`src/rtl/seg_scan_driver.sv`:
```
// seg_scan_driver: time-multiplexed 8-digit 7-segment driver for two
// 4-digit groups with shared active-high anodes. It snapshots the input
// frame once per scan frame, blanks the anodes at the start of each slot,
// and gates blinking digits from a slow phase toggle.
//
// Digit code encoding (5 bits): 5'h00..5'h0F = hex 0..F, 5'h10 = H,
// 5'h1F = blank. Any other value decodes to all segments off.

// seg_decode: one digit code to {dp,g,f,e,d,c,b,a}, active-high.
module seg_decode (
  input  logic [4:0] code,
  output logic [7:0] seg
);
  // Pure lookup; unknown codes fall through to blank.
  always_comb begin
    case (code)
      5'h00:   seg = 8'h3F;
      5'h01:   seg = 8'h06;
      5'h02:   seg = 8'h5B;
      5'h03:   seg = 8'h4F;
      5'h04:   seg = 8'h66;
      5'h05:   seg = 8'h6D;
      5'h06:   seg = 8'h7D;
      5'h07:   seg = 8'h07;
      5'h08:   seg = 8'h7F;
      5'h09:   seg = 8'h6F;
      5'h0A:   seg = 8'h77;
      5'h0B:   seg = 8'h7C;
      5'h0C:   seg = 8'h39;
      5'h0D:   seg = 8'h5E;
      5'h0E:   seg = 8'h79;
      5'h0F:   seg = 8'h71;
      5'h10:   seg = 8'h76;
      5'h1F:   seg = 8'h00;
      default: seg = 8'h00;
    endcase
  end
endmodule

module seg_scan_driver #(
  parameter int SCAN_DIV    = 100_000,
  parameter int DEAD_CYCLES = 1_000,
  parameter int BLINK_DIV   = 25_000_000
) (
  input  logic            clk,
  input  logic            rst,
  input  logic            disp_en,
  input  logic [7:0][4:0] seg_data_in,
  input  logic [7:0]      seg_blink_in,
  output logic [7:0]      an,
  output logic [7:0]      seg_hi,
  output logic [7:0]      seg_lo,
  output logic            frame_tick
);
  localparam int DW = $clog2(SCAN_DIV + 1);
  localparam int BW = $clog2(BLINK_DIV + 1);
  localparam logic [DW-1:0] DIV_LAST  = DW'(SCAN_DIV - 1);
  localparam logic [DW-1:0] DEAD_END  = DW'(DEAD_CYCLES);
  localparam logic [BW-1:0] BLINK_LAST = BW'(BLINK_DIV - 1);
  localparam logic [4:0]    CHAR_BLK  = 5'h1F;

  logic [DW-1:0]      div_cnt;
  logic [1:0]         slot;
  logic [BW-1:0]      blink_cnt;
  logic               blink_phase;
  logic [7:0][4:0]    snap_data;
  logic [7:0]         snap_blink;
  logic [7:0][7:0]    dec;

  logic               div_wrap, frame_wrap, lit;
  logic [2:0]         hi_idx, lo_idx;
  logic [7:0]         an_nxt, hi_nxt, lo_nxt;

  assign div_wrap   = (div_cnt == DIV_LAST);
  assign frame_wrap = div_wrap && (slot == 2'd3);

  // Slot k shows digit 3-k (lo) and 7-k (hi); 3-k on two bits is ~k.
  assign lo_idx = {1'b0, ~slot};
  assign hi_idx = {1'b1, ~slot};
  assign lit    = disp_en && (div_cnt >= DEAD_END);

  // Decode every snapshot digit; the scan mux picks two of them.
  for (genvar g = 0; g < 8; g++) begin : g_dec
    seg_decode u_dec (.code(snap_data[g]), .seg(dec[g]));
  end

  // Next pin values from current counter state; registered below.
  always_comb begin
    an_nxt = 8'h00;
    hi_nxt = 8'h00;
    lo_nxt = 8'h00;
    if (lit) begin
      an_nxt = (8'd1 << hi_idx) | (8'd1 << lo_idx);
      if (!(blink_phase && snap_blink[hi_idx])) hi_nxt = dec[hi_idx];
      if (!(blink_phase && snap_blink[lo_idx])) lo_nxt = dec[lo_idx];
    end
  end

  // Slot divider and slot counter.
  always_ff @(posedge clk or posedge rst) begin
    if (rst) begin
      div_cnt <= '0;
      slot    <= 2'd0;
    end else if (div_wrap) begin
      div_cnt <= '0;
      slot    <= slot + 2'd1;
    end else begin
      div_cnt <= div_cnt + 1'b1;
    end
  end

  // Blink divider; phase flips on each wrap, independent of the scan.
  always_ff @(posedge clk or posedge rst) begin
    if (rst) begin
      blink_cnt   <= '0;
      blink_phase <= 1'b0;
    end else if (blink_cnt == BLINK_LAST) begin
      blink_cnt   <= '0;
      blink_phase <= ~blink_phase;
    end else begin
      blink_cnt <= blink_cnt + 1'b1;
    end
  end

  // Frame snapshot: inputs only sampled when entering slot 0, so a frame
  // never mixes old and new data.
  always_ff @(posedge clk or posedge rst) begin
    if (rst) begin
      snap_data  <= {8{CHAR_BLK}};
      snap_blink <= 8'h00;
      frame_tick <= 1'b0;
    end else begin
      frame_tick <= frame_wrap;
      if (frame_wrap) begin
        snap_data  <= seg_data_in;
        snap_blink <= seg_blink_in;
      end
    end
  end

  // Registered pin drivers.
  always_ff @(posedge clk or posedge rst) begin
    if (rst) begin
      an     <= 8'h00;
      seg_hi <= 8'h00;
      seg_lo <= 8'h00;
    end else begin
      an     <= an_nxt;
      seg_hi <= hi_nxt;
      seg_lo <= lo_nxt;
    end
  end
endmodule

```
`config.mk`:
```
export PLATFORM = sky130hd
export DESIGN_NAME = seg_scan_driver
export DESIGN_NICKNAME = d
export VERILOG_FILES = /design/src/rtl/seg_scan_driver.sv
export SDC_FILE = /design/constraint.sdc
export NUM_CORES = 1
export LEC_CHECK = 0
export BUFFER_PORTS_ARGS = -buffer_cell sky130_fd_sc_hd__buf_4
export CAP_MARGIN = 10
export CORE_ASPECT_RATIO = 1.25
export CORE_MARGIN = 5
export CORE_UTILIZATION = 40
export CTS_CLUSTER_SIZE = 25
export DETAILED_ROUTE_END_ITERATION = 7
export GPL_ROUTABILITY_DRIVEN = 0
export HOLD_SLACK_MARGIN = 0.12
export PLACE_DENSITY = 0.62
export SLEW_MARGIN = 20
export SYNTH_ARGS = -nofsm -noshare
export SYNTH_HDL_FRONTEND = slang
export SYNTH_SLANG_ARGS = --single-unit
```
`constraint.sdc`:
```
create_clock -name clk -period 3.7 [get_ports clk]
set_clock_uncertainty 0.2 [all_clocks]
set_input_delay 0.74 -clock clk [delete_from_list [all_inputs] [get_ports clk]]
set_output_delay 0.74 -clock clk [all_outputs]
set_load 0.005 [all_outputs]
```
======== Word level (Yosys, flattened, before mapping) ========
Memory sizes are Yosys's and may differ from the RTL's.
Index checks and enable logic that the tools add are counted.
storage, ports and cells
  bits of input ports ..................... 51
  logic and storage cells ................. 58
  bits in read-only memories .............. 1792
  memories kept ........................... 8
  bits in writable memories ............... 0
  latch bits .............................. 0
  register bits ........................... 118
operators by class
  bitwise gates (word level) .............. 3
  magnitude comparators ................... 3
  shift-type cells ........................ 2
  multiply operators ...................... 0
  divide/modulo/power cells ............... 0
  equality and inequality tests ........... 3
  muxes and demuxes ....................... 15
  add/sub/neg operators ................... 3
  reduce and logical (&&, ||, !) cells .... 4
memories
  name              words  bits a word  rd ports  clocked after Yosys merged registers in  wr ports  line  source
  (name not given)  32     7            1         0                                        0         16    case (code)
  (name not given)  32     7            1         0                                        0         16
  (name not given)  32     7            1         0                                        0         16
  (name not given)  32     7            1         0                                        0         16
  (name not given)  32     7            1         0                                        0         16
  (name not given)  32     7            1         0                                        0         16
  +2 memories       --     --           --        --                                       --        --
operators by type and width
  cell                                                                     count
  8-bit 2-to-1 mux                                                         7
  8-bit binary-select mux with 2-bit select                                2
  25-bit by 1-bit adder with 25-bit output, second input constant          1
  25-bit equality test, second input constant                              1
  25-bit 2-to-1 mux                                                        1
  17-bit by 1-bit adder with 17-bit output, second input constant          1
  17-bit equality test, second input constant                              1
  17-bit by 10-bit >= comparator with 1-bit output, second input constant  1
  17-bit 2-to-1 mux                                                        1
  8-bit bitwise OR                                                         1
  1-bit by 2-bit left shift with 8-bit output, first input constant        1
  1-bit by 3-bit left shift with 8-bit output, first input constant        1
  1-bit binary-select mux with 2-bit select                                2
  1-bit logical AND                                                        4
  2-bit by 4-bit < comparator with 1-bit output, second input constant     1
  3-bit by 4-bit < comparator with 1-bit output, second input constant     1
  2-bit by 1-bit adder with 2-bit output, second input constant            1
  2-bit equality test, second input constant                               1
  1-bit 2-to-1 mux                                                         2
  2-bit NOT                                                                1
  1-bit NOT                                                                1

======== Depth between registers and ports, before layout ========
  depth in word-level cells ............... 6
  depth in mapped cells ................... 10
  depth with buffers taken out ............ 7

======== Cells and area by module ========
A second synthesis with hierarchy kept.
second synthesis, totals
  cell total of the unflattened synthesis .. 746
  area, all modules ....................... 7612.3 um^2
modules (own cells, without submodules)
  module           instances  cells each  area each (um^2)
  seg_scan_driver  1          394         5240.0
  seg_decode       8          44          296.5

======== Worst setup path before layout ========
No wires, ideal clock.
  kind .................................... reg2reg
  start ................................... register div_cnt[0]
  end ..................................... register snap_blink[0]
  slack ................................... 1.322 ns
  clock period less this slack ............ 2.378 ns
  data required time ...................... 3.375 ns
  setup time .............................. 0.125 ns
  arrival ................................. 2.053 ns
  stages on the path, launching flop included .. 11
  cells stage by stage .................... dfrtp_1 ha_1 and4_4 buf_6 and2_4 and4_4 and2_4 buf_6 buf_12 buf_12 mux2_4
between the ends
  longest elaborated chain between the ends .. 2
ends and longest elaborated chain
  what                    line  source
  from (decl)             62    logic [DW-1:0] div_cnt;
  from (signal assigned)  108   div_cnt <= div_cnt + 1'b1;
  17-bit equality test    74    assign div_wrap = (div_cnt == DIV_LAST);
  1-bit logical AND       75    assign frame_wrap = div_wrap && (slot == 2'd3);
  via frame_wrap          70    logic div_wrap, frame_wrap, lit;
  to (signal assigned)    136   snap_blink <= seg_blink_in;
  to (decl)               67    logic [7:0] snap_blink;
The timed path passes the listed nets, and every way through them passes these cells.
A chain may end at the register's enable or synchronous reset.

======== Worst setup path after layout ========
  start ................................... register div_cnt[0]
  end ..................................... register snap_blink[7]
between the ends
  longest elaborated chain between the ends .. 2
ends and longest elaborated chain
  what                  line
  17-bit equality test  74
  1-bit logical AND     75
No other way between the ends.

==> impl_metrics.env <==
export IMPL_arrival_ns=2.80
export IMPL_netlist_area_um2=7210
export IMPL_tightestPinTransition_ns=0.907
export IMPL_dpl_hpwl_mm=11.5
export IMPL_critPathCaptureType="register"
export IMPL_synth_top_family_by_area="simple AND/OR/NAND/NOR gates"
export IMPL_synth_most_common_cell="dfrtp_1"
export IMPL_fillers=1720
export IMPL_synth_async_reset_ratio_pct=100
export IMPL_cts_setup_buffers=0
export IMPL_min_period_over_period_pct=74.4
export IMPL_fin_tns_setup_ns=0
export IMPL_hold_path_class="register to register"
export IMPL_nets=860
export IMPL_synth_top_cell_area_share_pct=25.0
export IMPL_hold_end="blink_cnt[4]"
export IMPL_grt_use_total_pct=15.5
export IMPL_rr_endpoint="snap_blink[7]"
export IMPL_num_rows=55
export IMPL_start_util_pct=40.3
export IMPL_n_antenna_cell=0
export IMPL_synth_compound_area_share_pct=12.7
export IMPL_ys_types=67
export IMPL_synth_xor_area_share_pct=4.61
export IMPL_critPathLaunchType="register"
export IMPL_clock_latency_ns=0.36
export IMPL_ff2ff_setup_slack_ns=0.95
export IMPL_post_drt_wl_per_cell_um=16.0
export IMPL_synth_edf_count=0
export IMPL_rsz0062_at_grt="false"
export IMPL_yosysTopAreaCell="dfrtp_1"
export IMPL_viasPerCell=5.48
export IMPL_synth_top_cells_by_count="dfrtp_1, ha_1, nor2_1"
export IMPL_synth_adder_area_share_pct=9.54
export IMPL_wl_mm=15.8
export IMPL_grt_pass1_vias=5487
export IMPL_outcome="complete, no violations"
export IMPL_maxSlewViolCount=0
export IMPL_crit_path_max_fanout=49
export IMPL_clockBufferDepth=2
export IMPL_synth_warnings=0
export IMPL_first_iter_violations=425
export IMPL_synth_area_leaders="dfrtp_1, dfstp_2, ha_1"
export IMPL_synthMuxAreaShare_pct=11.9
export IMPL_clockRootBuffer="clkbuf_16"
export IMPL_clock_sinks=112
export IMPL_multiInputGateArea_um2=3980
export IMPL_syn_area_per_cell_um2=10.2
export IMPL_drc=0
export IMPL_setup_viol=0
export IMPL_hold_path_startpoint="blink_cnt[4]"
export IMPL_worstPathRequired_ns=3.74
export IMPL_drt_first_pass_iters=5
export IMPL_finalHoldViolations=0
export IMPL_cts_reportedPaths_clkPinSlew_ns=0.07
export IMPL_hold_buffers=0
export IMPL_grt_pass1_wl_mm=26.6
export IMPL_ys_flop_type="dfrtp_1"
export IMPL_core_area_um2=17900
export IMPL_overflow=0
export IMPL_antenna_found_initial=0
export IMPL_cts_resized=0
export IMPL_ys_ff_latch=112
export IMPL_ant_nets=0
export IMPL_regArea_um2=2850
export IMPL_instances_no_fill=987
export IMPL_timing_fmax_mhz=363
export IMPL_critical_path_class="register to register"
export IMPL_numPortBuffers=73
export IMPL_die_h_um=160
export IMPL_min_path_cells=1
export IMPL_die_area_um2=20800
export IMPL_maxSlewHeadroom_pct=39.1
export IMPL_area_growth_pct=13.3
export IMPL_cts_buffers=9
export IMPL_htreeDepth=3
export IMPL_io_pins=76
export IMPL_rr_startpoint="div_cnt[0]"
export IMPL_tritoncts="built"
export IMPL_power_density_nw_per_um2=282
export IMPL_grt_max_degree=73
export IMPL_vias=5410
export IMPL_yosysSeqAreaShare_pct=39.5
export IMPL_worstRegToRegCells=6
export IMPL_dpl_cell_count=971
export IMPL_syn_inst=707
export IMPL_maxCapViolCount=0
export IMPL_p_leak_nw=3.47
export IMPL_die_w_um=130
export IMPL_finalCriticalPeriod_ns=2.75
export IMPL_yosys_area_share_simple_pct=16.3
export IMPL_vdd_drop_max_mv=0.239
export IMPL_drive_gt1_share_pct=27.4
==> placed cells by master, fill, tap and decap left out, types with 6 or more instances in the layout <==
master     instances
o22ai_1            7
o211ai_1           9
a21oi_1           23
and3_1             7
xnor2_1           17
nand3b_1           6
nand2_1           40
inv_1             34
mux2_2            46
nor2b_1           16
dfrtp_1           72
a311oi_1           9
xor2_1            21
o21ai_0           27
nor3_1            14
nor2_1            55
clkbuf_16          9
nand3_1           25
ha_1              55
nand2b_1          12
buf_4             78
mux2_4             9
nand4_1           11
a211oi_1          13
mux2i_1            9
dfstp_2           40
==> worst max path at each step <==
| stage | from | end | depth (start not counted) |
|---|---|---|---|
| detailed placement | div_cnt[0] | snap_blink[7] | 6 |
| global placement | div_cnt[0] | snap_blink[7] | 6 |
| global route | div_cnt[0] | snap_blink[7] | 6 |
| floorplan | div_cnt[0] | snap_blink[0] | 10 |
| CTS | div_cnt[0] | snap_blink[7] | 6 |
| finish | div_cnt[0] | snap_blink[7] | 6 |
==> per-layer routing <==
metal  routed length (um)  global-route usage, %
met1                 6810                   19.4
met2                 8010                   26.7
met3                  556                   2.14
met4                  441                   6.29
met5                    0                      0
==> state kept, by name, indices dropped and copies added, names as in the netlist <==
register / count
slot: 2
an: 4
blink_phase: 1
blink_cnt: 25
snap_blink: 8
frame_tick: 1
seg_hi: 7
div_cnt: 17
snap_data: 40
seg_lo: 7
==> area by class of cell <==
type / count / share of cell area, %
clock buffer: 12 / 3.14
clock inverter: 4 / 0.643
inverter: 36 / 1.70
multi-input combinational: 516 / 48.7
sequential: 112 / 34.9
tap: 228 / 3.49
timing repair buffer: 79 / 7.41
==> logic make-up (layout without fill, tap and decap cells) <==
logic type,count (synthesis),in the layout
AOI/OAI and AO/OA,132,132
xor gates and xnor gates,38,38
adders and majority gates,55,55
buffers and inverters,80,131
DFF,112,112
muxes,69,69
other,1,2
and+or+nand+nor,220,220
==> report_power, final <==
part / internal [mW] / switching [mW] / total (mW)
clock: 0.564 / 0.449 / 1.01
combinational: 0.0357 / 0.0322 / 0.0679
sequential: 1.23 / 0 / 1.23
total: 1.83 / 0.481 / 2.31
==> critical path: stages (launching register included) <==
cell and delay, ns:
dfrtp_1 0.41, ha_1 0.23, and4_4 0.28, and2_4 0.15
and4_4 0.31, and2_4 0.64, mux2_2 0.41
==> per-stage QoR <==
| step | worst slack (ns) | hold slack (ns) | utilization [%] | power (mW) | cell area, um^2 |
|---|---|---|---|---|---|
| after floorplan | 1.32 | 0.258 | - | 1.27 | 7220 |
| after global placement | 0.974 | 0.279 | 43.9 | 1.32 | 7860 |
| after detailed placement | 0.906 | 0.286 | 43.9 | 1.32 | 7860 |
| after CTS | 0.889 | 0.300 | 45.7 | 2.34 | 8170 |
| after global routing | 0.770 | 0.308 | 45.7 | 2.39 | 8170 |
| final | 0.947 | 0.294 | 45.7 | 2.31 | 8170 |
(Power assumes the default switching activity.)
